`src/rtl/rf_wb_arbiter_pkg.sv`:
```
// Shared widths and FSM state encoding for the register-file write-port arbiter.
package rf_arb_pkg;

  localparam int unsigned XLEN       = 32;
  localparam int unsigned REG_ADDR_W = 5;
  localparam int unsigned NUM_REGS   = 1 << REG_ADDR_W;

  typedef enum logic [1:0] {
    IDLE  = 2'd0,
    WAIT  = 2'd1,
    FORCE = 2'd2
  } arb_state_e;

endpackage

```
`src/rtl/rf_wb_arbiter_scoreboard.sv`:
```
// Pending-write scoreboard: one busy bit per register still owed a MUL/DIV result,
// plus the three-address hazard lookup for decode. x0 is never busy.
module rf_scoreboard
  import rf_arb_pkg::*;
(
  input  logic                  clk_i,
  input  logic                  rst_i,
  input  logic                  set_en_i,
  input  logic [REG_ADDR_W-1:0] set_rd_i,
  input  logic                  clr_en_i,
  input  logic [REG_ADDR_W-1:0] clr_rd_i,
  input  logic                  dec_valid_i,
  input  logic [REG_ADDR_W-1:0] rs1_i,
  input  logic [REG_ADDR_W-1:0] rs2_i,
  input  logic [REG_ADDR_W-1:0] rd_i,
  output logic                  stall_o
);

  logic [NUM_REGS-1:0] busy_q, busy_d;

  // Set is applied after clear so a same-cycle set/clear of one index keeps it busy.
  always_comb begin
    busy_d = busy_q;
    if (clr_en_i) busy_d[clr_rd_i] = 1'b0;
    if (set_en_i) busy_d[set_rd_i] = 1'b1;
    busy_d[0] = 1'b0;
  end

  always_ff @(posedge clk_i) begin
    if (rst_i) begin
      busy_q <= '0;
    end else begin
      busy_q <= busy_d;
    end
  end

  assign stall_o = ~rst_i & dec_valid_i & (busy_q[rs1_i] | busy_q[rs2_i] | busy_q[rd_i]);

endmodule

```
`src/rtl/rf_wb_arbiter.sv`:
```
// Register-file write-port arbiter between pipeline WB and the MUL/DIV unit.
// Define RF_ARB_STARVE_GUARD_EN to add the starvation counter, FORCE state and op_wb_stall.
module rf_wb_arbiter
  import rf_arb_pkg::*;
#(
  parameter int unsigned STARVE_LIMIT = 4
) (
  input  logic                  ip_clk,
  input  logic                  ip_rst,
  input  logic                  ip_wb_wr_en,
  input  logic [REG_ADDR_W-1:0] ip_wb_rd_addr,
  input  logic [XLEN-1:0]       ip_wb_wr_data,
  input  logic                  ip_md_issue,
  input  logic [REG_ADDR_W-1:0] ip_md_issue_rd,
  input  logic                  ip_md_valid,
  input  logic [REG_ADDR_W-1:0] ip_md_rd_addr,
  input  logic [XLEN-1:0]       ip_md_data,
  output logic                  op_md_ready,
  input  logic                  ip_dec_valid,
  input  logic [REG_ADDR_W-1:0] ip_dec_rs1_addr,
  input  logic [REG_ADDR_W-1:0] ip_dec_rs2_addr,
  input  logic [REG_ADDR_W-1:0] ip_dec_rd_addr,
  output logic                  op_dec_stall,
  output logic                  op_wb_stall,
  output logic                  op_rf_wr_en,
  output logic [REG_ADDR_W-1:0] op_rf_rd_addr,
  output logic [XLEN-1:0]       op_rf_wr_data
);

  if (STARVE_LIMIT < 1 || STARVE_LIMIT > 15) begin : g_bad_limit
    $error("rf_wb_arbiter: STARVE_LIMIT must be in 1..15");
  end

  logic                  buf_valid_q, buf_valid_d;
  logic [REG_ADDR_W-1:0] buf_rd_q, buf_rd_d;
  logic [XLEN-1:0]       buf_data_q, buf_data_d;
  arb_state_e            state_q, state_d;

  logic pipe_busy;
  logic md_grant;
  logic md_hs;
  logic md_load;

  assign pipe_busy = ip_wb_wr_en & (ip_wb_rd_addr != '0);

`ifdef RF_ARB_STARVE_GUARD_EN
  localparam int unsigned CNT_W = 4;
  localparam logic [CNT_W-1:0] StarveLim = CNT_W'(STARVE_LIMIT);
  localparam logic [CNT_W-1:0] CntMax    = '1;

  logic [CNT_W-1:0] cnt_q, cnt_d;

  assign md_grant    = ~ip_rst & buf_valid_q & (~pipe_busy | (state_q == FORCE));
  assign op_wb_stall = ~ip_rst & (state_q == FORCE);

  // Counts cycles a buffered result has been blocked by the pipe; saturating.
  always_comb begin
    cnt_d = cnt_q;
    if (md_grant || state_q == IDLE) begin
      cnt_d = '0;
    end else if (cnt_q != CntMax) begin
      cnt_d = cnt_q + CNT_W'(1);
    end
  end

  always_ff @(posedge ip_clk) begin
    if (ip_rst) begin
      cnt_q <= '0;
    end else begin
      cnt_q <= cnt_d;
    end
  end
`else
  assign md_grant    = ~ip_rst & buf_valid_q & ~pipe_busy;
  assign op_wb_stall = 1'b0;
`endif

  assign op_md_ready = ip_rst | ~buf_valid_q | md_grant;
  assign md_hs       = ip_md_valid & op_md_ready;
  // rd=0 results complete the handshake but never occupy the buffer.
  assign md_load     = md_hs & (ip_md_rd_addr != '0);

  // Skid buffer next-state and arbitration FSM.
  always_comb begin
    buf_valid_d = buf_valid_q;
    buf_rd_d    = buf_rd_q;
    buf_data_d  = buf_data_q;
    state_d     = state_q;

    if (md_grant) buf_valid_d = 1'b0;
    if (md_load) begin
      buf_valid_d = 1'b1;
      buf_rd_d    = ip_md_rd_addr;
      buf_data_d  = ip_md_data;
    end

    case (state_q)
      IDLE: begin
        if (md_load) state_d = WAIT;
      end
      WAIT: begin
        if (md_grant) begin
          state_d = md_load ? WAIT : IDLE;
        end
`ifdef RF_ARB_STARVE_GUARD_EN
        else if (cnt_d >= StarveLim) begin
          state_d = FORCE;
        end
`endif
      end
      default: begin
        state_d = md_load ? WAIT : IDLE;
      end
    endcase
  end

  always_ff @(posedge ip_clk) begin
    if (ip_rst) begin
      buf_valid_q <= 1'b0;
      buf_rd_q    <= '0;
      buf_data_q  <= '0;
      state_q     <= IDLE;
    end else begin
      buf_valid_q <= buf_valid_d;
      buf_rd_q    <= buf_rd_d;
      buf_data_q  <= buf_data_d;
      state_q     <= state_d;
    end
  end

  // Write-port mux: a granted MUL/DIV result overrides the pipeline.
  always_comb begin
    op_rf_wr_en   = 1'b0;
    op_rf_rd_addr = ip_wb_rd_addr;
    op_rf_wr_data = ip_wb_wr_data;
    if (md_grant) begin
      op_rf_wr_en   = 1'b1;
      op_rf_rd_addr = buf_rd_q;
      op_rf_wr_data = buf_data_q;
    end else if (!ip_rst) begin
      op_rf_wr_en   = ip_wb_wr_en;
    end
  end

  rf_scoreboard u_scoreboard (
    .clk_i       (ip_clk),
    .rst_i       (ip_rst),
    .set_en_i    (ip_md_issue),
    .set_rd_i    (ip_md_issue_rd),
    .clr_en_i    (md_grant),
    .clr_rd_i    (buf_rd_q),
    .dec_valid_i (ip_dec_valid),
    .rs1_i       (ip_dec_rs1_addr),
    .rs2_i       (ip_dec_rs2_addr),
    .rd_i        (ip_dec_rd_addr),
    .stall_o     (op_dec_stall)
  );

endmodule

```
`config.mk`:
```
export PLATFORM = sky130hd
export DESIGN_NAME = rf_wb_arbiter
export DESIGN_NICKNAME = d
export VERILOG_FILES = /design/src/rtl/rf_wb_arbiter_pkg.sv /design/src/rtl/rf_wb_arbiter_scoreboard.sv /design/src/rtl/rf_wb_arbiter.sv
export SDC_FILE = /design/constraint.sdc
export NUM_CORES = 1
export LEC_CHECK = 0
export CAP_MARGIN = 0
export CORE_MARGIN = 4
export CORE_UTILIZATION = 25
export DETAILED_ROUTE_END_ITERATION = 10
export PLACE_DENSITY_LB_ADDON = 0.25
export SYNTH_ARGS = -nofsm -noshare
export SYNTH_HDL_FRONTEND = slang
export SYNTH_SLANG_ARGS = --single-unit
```
`constraint.sdc`:
```
create_clock -name ip_clk -period 5 [get_ports ip_clk]
set_clock_uncertainty 0.1 [all_clocks]
set_input_delay 1.5 -clock ip_clk [delete_from_list [all_inputs] [get_ports ip_clk]]
set_output_delay 1.5 -clock ip_clk [all_outputs]
set_load 0.02 [all_outputs]
```
==> results of run 1 <==
[kinds of logic (layout without fill, tap and decap cells)]
kind of cell,count (synthesis),after routing,synth area share
muxes,101,101,0.319
AOI/OAI and AO/OA,86,86,0.130
other,1,1,0.000945
and+or+nand+nor,126,126,0.159
buffers and inverters,31,192,0.0435
DFF,69,69,0.348
[worst max path at each step]
| stage | startpoint | endpoint | depth (start not counted) |
|---|---|---|---|
| floorplan | ip_dec_rs1_addr[0] | op_dec_stall | 6 |
| global placement | ip_dec_rs2_addr[0] | op_dec_stall | 8 |
| detailed placement | ip_dec_rs1_addr[0] | op_dec_stall | 8 |
| CTS | ip_dec_rd_addr[0] | op_dec_stall | 8 |
| global route | ip_dec_rs1_addr[2] | op_dec_stall | 8 |
| finish | ip_dec_rs1_addr[2] | op_dec_stall | 8 |
[critical path, delay by kind of cell]
| kind | cells | cell delay [ns] |
|---|---|---|
| and+or+nand+nor | 2 | 0.50 |
| AOI/OAI and AO/OA | 2 | 0.25 |
| buffers and inverters | 3 | 0.89 |
| muxes | 1 | 0.22 |
[state kept, by name (all words and copies together), names as in the netlist]
signal / flops
buf_data_q: 32
buf_rd_q: 5
buf_valid_q: 1
u_scoreboard.busy_q: 31
[cells in the final DEF, fill, tap and decap left out, types with 3 or more instances in the layout]
master,netlist,final
buf_2,6,37
o21ai_0,32,32
mux2_1,6,6
buf_4,1,29
mux2i_1,41,41
mux4_2,16,16
a211oi_1,3,3
nand3_1,3,3
nand2_1,40,40
nand3b_1,4,4
dlymetal6s2s_1,0,4
o22ai_1,3,3
clkbuf_8,0,3
a21oi_1,32,32
nor2b_1,7,7
dlygate4sd2_1,0,6
and3b_1,3,3
dfxtp_1,69,69
mux2_2,38,37
nor3_1,3,3
nor2_1,42,42
clkbuf_16,0,10
clkdlybuf4s50_1,0,90
nor3b_1,4,4
[per-layer routing]
| layer | vias to the layer above | routed length [µm] |
|---|---|---|
| met4 | 4 | 138 |
| li1 | 1839 | - |
| met2 | 187 | 6120 |
| met5 | - | 27 |
| met3 | 18 | 1510 |
| met1 | 1811 | 6060 |
[area by class of cell]
cell class / count / share of cell area
multi-input cells: 314 / 0.415
flip-flops and latches: 69 / 0.230
clock buffers: 14 / 0.0455
clock inverters: 1 / 0.000832
well taps: 211 / 0.0439
repair buffers: 174 / 0.264
inverters: 3 / 0.00187
[power by group through the flow]
stage               clock network [mW]  registers [mW]  logic (mW)
floorplan                            0           0.593       0.160
detailed placement                   0           0.605       0.324
global placement                     0           0.605       0.321
CTS                              0.606           0.594       0.313
global route                     0.626           0.597       0.340
finish                           0.594           0.594       0.316
[timing repair]
action	4_1_cts	5_1_grt
buffers inserted	1	0
gates resized for setup	168	14
cloned	3	1
endpoints found under the setup margin	39	1
pin swaps	4	4
hold buffers	0	0
==> results.yml, run 1 <==
pwr:
  p_per_area_mw_per_mm2: 250
  p_switching_mw: 0.385
  power.leakage_nw: 2.43
  internal-power_mw: 1.12
  ir_drop_mv: 0.131
  power_mw: 1.50
  p_seq_frac: 0.395
  clockPowerShare: 0.395
  combPwrFrac: 0.210
  swShare: 0.256
yosys:
  synth_common_cells: "69 x dfxtp_1, 42 x nor2_1, 41 x mux2i_1"
  async_flop_share: 0
  synth_edf_count: 0
  synth_top_area_cell: "dfxtp_1"
  syn_area_per_cell_um2: 9.59
  syn_inst: 414
  yosysMostFrequentCell: "dfxtp_1"
  yosysSeqAreaShare: 0.348
  yosysWarnings: 0
  synth_top_cell_area_share: 0.348
  ys_ff_latch: 69
  netlist_area_mm2: 0.00397
  synth_ff_type: "dfxtp_1"
  ys_top_cells_by_area: "dfxtp_1 35%, mux2_2 11%, mux2i_1 10%, mux4_2 9.1%, a21oi_1 4.0%"
  synth_cell_types: 50
  synth_fp_nets: 514
floorplan:
  die-area_mm2: 0.0180
  start_util: 0.258
  num_rows: 45
  pin_count: 141
  die_y_um: 134
  die_w_um: 134
  coreArea_mm2: 0.0154
grt:
  grt_pass1_wl_mm: 21.5
  grt_antenna_before_repair: 2
  top_usage_layer: "met2"
  grt_pass1_vias: 3972
  gr-usage-met1: 0.197
  met2_usage: 0.232
  grt_overflow_total: 0
  grt_max_degree: 70
  grt_usage: 0.152
  grt.met3_usage: 0.0675
routing:
  wl_per_cell_um: 17.6
  initialDrtViolationCount: 168
  drc: 0
  final_antenna_net_count: 0
  via_count: 3859
  wl_mm: 13.9
  dr.pass1.iters: 4
  vias_per_cell: 4.91
clock_network:
  cts_root_buf: "clkbuf_16"
  clock_sinks: 69
  cts_inserted_buffers: 9
  cts_buffer_depth: 2
  h-tree-depth: 3
  cts.clk_slew.worst_paths_ns: 0.05
  cts_tree: "built"
  clkLatencyLatePin_ns: 0.33
setup_path:
  r2r-end: "buf_data_q[14]"
  critPathKind: "input pin to primary output"
  max_stage_delay_ns: 0.53
  cp.arrival_ns: 3.35
  crit_top_cell: "buf_4"
  crit_path_end_kind: "primary output"
  cp_cell_sequence: "clkdlybuf4s50_1, buf_4, mux2i_1, a2bb2oi_1, and4b_1, nor4_2, a41oi_1, buf_4"
  r2r_setup_slack_ns: 2.85
  cp.required_ns: 3.40
  r2r-start: "buf_valid_q"
  critPathLaunchType: "input pin"
  crit_fanout: 4
  reg2regPathDepth: 8
  cp_slowest_cell: "clkdlybuf4s50_1"
sta:
  slew_violations: 0
  fin_crit_sh: 0.990
  finalSetupTns_ns: 0
  fin_ws_ns: 0.0486
  min_period_ns: 4.95
  max_slew.worst_pin.slew_ns: 1.08
  clock.fmax_mhz: 202
  hold_ws_ns: 0.392
  finalHoldViolCount: 0
  relSlewSlack: 0.276
  finalSetupViolCount: 0
finish:
  fin_area_mm2: 0.00602
  multi_input_area_mm2: 0.00250
  synthToLayoutAreaGrowth_pct: 51.6
  nets: 671
  nFillCells: 1541
  finalNonFillerCells: 786
  regArea_mm2: 0.00138
  diodes: 0
  utilization: 0.392
  drive_gt1_frac: 0.271
placement:
  dp_hpwl_mm: 10.2
  placed_area_mm2: 0.00572
  globalplace.congestion: 0.858
  pre_cts_slack_ns: -0.556
  portBuffers: 139
  dp_cells: 766
hold_path:
  hold_depth: 2
  hold_start: "buf_data_q[24]"
  hp-class: "flip-flop to flip-flop"
  whs_endpoint: "buf_data_q[24]"
status:
  status: "completed"
run:
  maxCapViolations: 0
Note: power is estimated with default switching activity, not from simulation.
==> inputs of run 2 (changes only) <==
- CORE_UTILIZATION: 25 -> 46
- CTS_CLUSTER_DIAMETER: not set -> 200
- REMOVE_ABC_BUFFERS: not set -> 1
==> run 2 against run 1 <==
Sequential share of layout area grew 0.58 points. Global-route usage grew 11 points. Worst hold slack gained 0.0072 ns. Utilization grew 32 points. Design area shrank 2.5%. Register-to-register slack lost 0.06 ns. Die area shrank 43%.
==> results.yml, run 2 (synthesis results as in run 1) <==
floorplan:
  die_y_um: 101
  pin_count: 141
  num_rows: 33
  coreArea_mm2: 0.00830
  die-area_mm2: 0.0102
  start_util: 0.478
  die_w_um: 101
finish:
  nets: 671
  layout_common_cells: "93 x clkdlybuf4s50_1, 69 x dfxtp_1, 42 x nor2_1, 41 x mux2i_1, 40 x nand2_1"
  synthToLayoutAreaGrowth_pct: 47.9
  largest-register: "buf_data_q"
  diodes: 0
  largest_register_ffs: 32
  top_regs: "buf_data_q x32, u_scoreboard.busy_q x31, buf_rd_q x5"
  drive_gt1_frac: 0.273
  utilization: 0.707
  layout_commonest_cell: "clkdlybuf4s50_1"
grt:
  grt_pass1_wl_mm: 20.9
  grt_antenna_before_repair: 1
  grt_pass1_vias: 4211
  grt_overflow_total: 0
  grt_max_degree: 71
  grt_usage: 0.259
setup_path:
  cp.required_ns: 3.40
  reg2regPathDepth: 8
  crit_fanout: 13
  crit_path_end_kind: "primary output"
  critPathKind: "input pin to primary output"
  cp.arrival_ns: 3.38
  cp_slowest_cell: "a2111oi_2"
  max_stage_delay_ns: 0.48
  critPathLaunchType: "input pin"
  cp_cell_sequence: "clkdlybuf4s50_1, buf_12, mux4_2, inv_1, a2111oi_2, nor4_2, a41oi_1, buf_2"
routing:
  initialDrtViolationCount: 282
  via_count: 3968
  wl_mm: 13.3
  dr.pass1.iters: 5
  wl_per_cell_um: 19.5
  drc: 0
  final_antenna_net_count: 0
  vias_per_cell: 5.83
placement:
  portBuffers: 139
  dp_hpwl_mm: 9.52
  globalplace.congestion: 0.943
sta:
  finalSetupTns_ns: 0
  max_slew.worst_pin.slew_ns: 1.19
  slew_violations: 0
  relSlewSlack: 0.202
  finalHoldViolCount: 0
  clock.fmax_mhz: 201
  min_period_ns: 4.98
  finalSetupViolCount: 0
  fin_crit_sh: 0.996
  hold_ws_ns: 0.400
  rsz0062_at_grt: "yes"
pwr:
  power.leakage_nw: 2.36
  power_mw: 1.34
  p_per_area_mw_per_mm2: 229
  ir_drop_mv: 0.182
clock_network:
  clock_sinks: 69
  clkLatencyLatePin_ns: 0.34
  cts_tree: "built"
  cts_hold_buf: 0
  cts.clk_slew.worst_paths_ns: 0.08
  cts_buffer_depth: 2
  h-tree-depth: 3
  cts_inserted_buffers: 9
  cts_root_buf: "clkbuf_8"
status:
  status: "completed"
hold_path:
  hold_depth: 2
  hp-class: "flip-flop to flip-flop"
run:
  maxCapViolations: 0
run 2: worst max-delay path: cells and delay by family:
kind | cells | cell delay [ns]
buffers and inverters | 4 | 0.86
AOI/OAI and AO/OA | 2 | 0.64
muxes | 1 | 0.32
and+or+nand+nor | 1 | 0.06
run 2: what timing repair did:
| action | 4_1_cts | 5_1_grt |
|---|---|---|
| gates cloned | 3 | 0 |
| buffers inserted | 1 | 2 |
| endpoints found under the setup margin | 39 | 31 |
| pin swaps | 3 | 4 |
| gates resized for setup | 156 | 11 |
run 2: through the flow:
step / cell area, µm² / setup slack [ns] / cells
floorplan: 3810 / 0.382 / 386
global placement: 5580 / -0.549 / 659
detailed placement: 5580 / -0.585 / 659
CTS: 5810 / -0.0189 / 679
global route: 5870 / -0.0611 / 681
finish: 5870 / 0.0211 / 681
run 2: area by class of cell:
class	instances	area, µm²
Timing Repair Buffer	174	1690
Sequential cell	69	1380
Multi-Input combinational cell	314	2470
Fill cell	619	2430
Inverter	3	11.3
Clock inverter	5	33.8
Tap cell	105	131
Clock buffer	11	151
run 2: path summary, 6_finish.rpt:
path / to / startpoint / slack, ns
max: op_dec_stall / ip_dec_rs2_addr[0] / 0.02
min: buf_data_q[29] / buf_data_q[29] / 0.40
max reg2reg: buf_data_q[14] / buf_valid_q / 2.79
min reg2reg: buf_data_q[29] / buf_data_q[29] / 0.40
run 2: metal layers:
metal	track usage	vias up	routed length, µm
li1	-	1836	-
met1	0.293	1874	5060
met2	0.457	218	6620
met3	0.0830	38	1300
met4	0.0891	2	320
met5	0	-	11
run 2: where the power goes:
| part | leakage (nW) | switching (mW) | internal (mW) |
|---|---|---|---|
| logic | 1.71 | 0.143 | 0.179 |
| clock network | 0.0917 | 0.222 | 0.207 |
| registers | 0.564 | 0.0191 | 0.572 |
| total | 2.36 | 0.384 | 0.959 |
==> inputs of run 3 (changes only) <==
- ABC_AREA: not set -> 1
- ABC_CLOCK_PERIOD_IN_PS: not set -> 5000
- CORE_UTILIZATION: 46 -> 47
- PLACE_DENSITY: not set -> 0.88
- PLACE_DENSITY_LB_ADDON: 0.25 -> not set
==> run 3 against run 2 <==
Worst hold slack lost 0.047 ns. Routed wire length up 11%. Flip-flop and latch count is the same. Critical path type unchanged. Critical endpoint is now op_rf_wr_data[27].
==> results.yml, run 3 <==
routing:
  drc: 0
  final_antenna_net_count: 0
  wl_per_cell_um: 15.7
  dr.pass1.iters: 7
  wl_mm: 14.8
  initialDrtViolationCount: 354
  via_count: 5131
  vias_per_cell: 5.45
pwr:
  p_per_area_mw_per_mm2: 234
  power.leakage_nw: 2.46
  ir_drop_mv: 0.171
yosys:
  yosysSeqAreaShare: 0.325
  synth_top_cell_area_share: 0.325
  synth_common_cells: "210 x nand2_1, 86 x inv_1, 78 x nand3_1"
  syn_inst: 695
  ys_ff_latch: 69
  synth_edf_count: 0
  synth_ff_type: "dfxtp_1"
  synth_top_area_cell: "dfxtp_1"
  netlist_area_mm2: 0.00425
  yosysMostFrequentCell: "nand2_1"
  synth_cell_types: 25
  async_flop_share: 0
  yosysWarnings: 0
  ys_top_cells_by_area: "dfxtp_1 33%, nand2_1 19%, nand3_1 9.2%, a21oi_1 8.2%, o21ai_0 8.2%"
  syn_area_per_cell_um2: 6.11
clock_network:
  clock_sinks: 69
  clkLatencyLatePin_ns: 0.34
  cts.clk_slew.worst_paths_ns: 0.08
  cts_hold_buf: 0
  cts_buffer_depth: 2
  cts_tree: "built"
  cts_root_buf: "clkbuf_8"
  h-tree-depth: 3
  cts_inserted_buffers: 9
setup_path:
  cp_cell_sequence: "clkdlybuf4s50_1, nor3_2, nand2_1, nand2_1, nand2_4, buf_4, o21ai_0, dlygate4sd2_1"
  path_depth: 8
  cp.required_ns: 3.40
  reg2regPathDepth: 8
  cp_slowest_cell: "clkdlybuf4s50_1"
  cp_num_buf_inv: 3
  crit_top_cell: "nand2_1"
  crit_fanout: 12
  crit_family: "buffers and inverters"
  critPathLaunchType: "input pin"
  cp.arrival_ns: 3.19
  critPathKind: "input pin to primary output"
  crit_path_end_kind: "primary output"
  max_stage_delay_ns: 0.43
grt:
  grt_max_degree: 64
  grt_usage: 0.279
  grt_pass1_vias: 4962
  grt_pass1_wl_mm: 23.3
  grt_overflow_total: 0
  grt_antenna_before_repair: 0
finish:
  largest-register: "buf_data_q"
  largest_register_ffs: 32
  synthToLayoutAreaGrowth_pct: 38.5
  diodes: 0
  top_regs: "buf_data_q x32, u_scoreboard.busy_q x31, buf_rd_q x5"
  nFillCells: 773
  layout_common_cells: "210 x nand2_1, 101 x clkdlybuf4s50_1, 86 x inv_1, 78 x nand3_1, 70 x a21oi_1"
  drive_gt1_frac: 0.0552
  nets: 929
  layout_commonest_cell: "nand2_1"
  finalNonFillerCells: 942
sta:
  relSlewSlack: 0.361
  clock.fmax_mhz: 209
  min_period_ns: 4.79
  slew_violations: 0
  fin_crit_sh: 0.957
  fin_ws_ns: 0.214
  finalSetupViolCount: 0
  rsz0062_at_grt: "no"
  max_slew.worst_pin.slew_ns: 0.952
  finalHoldViolCount: 0
placement:
  dp_cells: 926
  portBuffers: 139
  dp_hpwl_mm: 11.1
  globalplace.congestion: 1.05
  pre_cts_slack_ns: -0.139
floorplan:
  start_util: 0.485
  die-area_mm2: 0.0106
  pin_count: 141
  num_rows: 34
  coreArea_mm2: 0.00876
  die_y_um: 103
  die_w_um: 103
hold_path:
  hold_depth: 2
  hp-class: "flip-flop to flip-flop"
status:
  status: "completed"
run:
  maxCapViolations: 0
## run 3: layer usage
layer | track usage | part of all wire | up-vias | wire length (µm)
li1 | - | - | 2529 | -
met1 | 0.321 | 0.38 | 2285 | 5540
met2 | 0.475 | 0.47 | 271 | 6990
met3 | 0.0765 | 0.11 | 46 | 1590
met4 | 0.142 | 0.044 | 0 | 651
met5 | 0 | 0 | - | 0
## run 3: path summary, 6_finish.rpt
path | to | startpoint | slack [ns]
worst max-delay path | op_rf_wr_data[27] | ip_wb_rd_addr[1] | 0.21
worst min register to register | buf_data_q[27] | buf_data_q[27] | 0.35
worst max register to register | buf_data_q[9] | buf_valid_q | 2.98
worst min-delay path | buf_data_q[27] | buf_data_q[27] | 0.35
## run 3: logic make-up (layout without fill, tap and decap cells)
logic type / after synthesis / in the layout / synth area share
simple gates: 323 / 323 / 0.324
compound gates: 175 / 175 / 0.210
buf+inv: 127 / 266 / 0.140
flops: 69 / 69 / 0.325
other cells: 1 / 1 / 0.000883
## run 3: cell type report
type                       instances  area [µm²]  share of cell area
multi-input combinational        499        2280               0.387
timing repair buffer             161        1560               0.265
sequential                        69        1380               0.235
inverter                          89         339              0.0576
clock buffer                      11         141              0.0240
tap                              108         135              0.0230
clock inverter                     5        50.0             0.00850
## run 3: what timing repair did
item	CTS	global route
resized for setup	38	5
endpoints found under the setup margin	38	3
gates cloned	0	0
buffers inserted	0	0
## run 3: power by group
part / internal [mW] / switching [mW]
registers: 0.577 / 0.0146
clock network: 0.241 / 0.203
logic: 0.155 / 0.187
total: 0.973 / 0.405
## run 3: worst min-delay path: stages, from the launching register on
cell and delay (ns):
dfxtp_1 0.30, inv_1 0.05, a21oi_1 0.05
## run 3: per-stage QoR
stage	utilization	cell area [µm²]	power [mW]	setup TNS [ns]	hold WS [ns]
2_1_floorplan	-	3990	0.757	0	0.327
3_3_place_gp	0.654	5730	0.951	-2.32	0.335
3_5_place_dp	0.654	5730	0.959	-3.20	0.341
4_1_cts	0.671	5880	1.38	0	0.354
5_1_grt	0.672	5890	1.44	0	0.373
6_report	0.672	5890	1.38	0	0.352
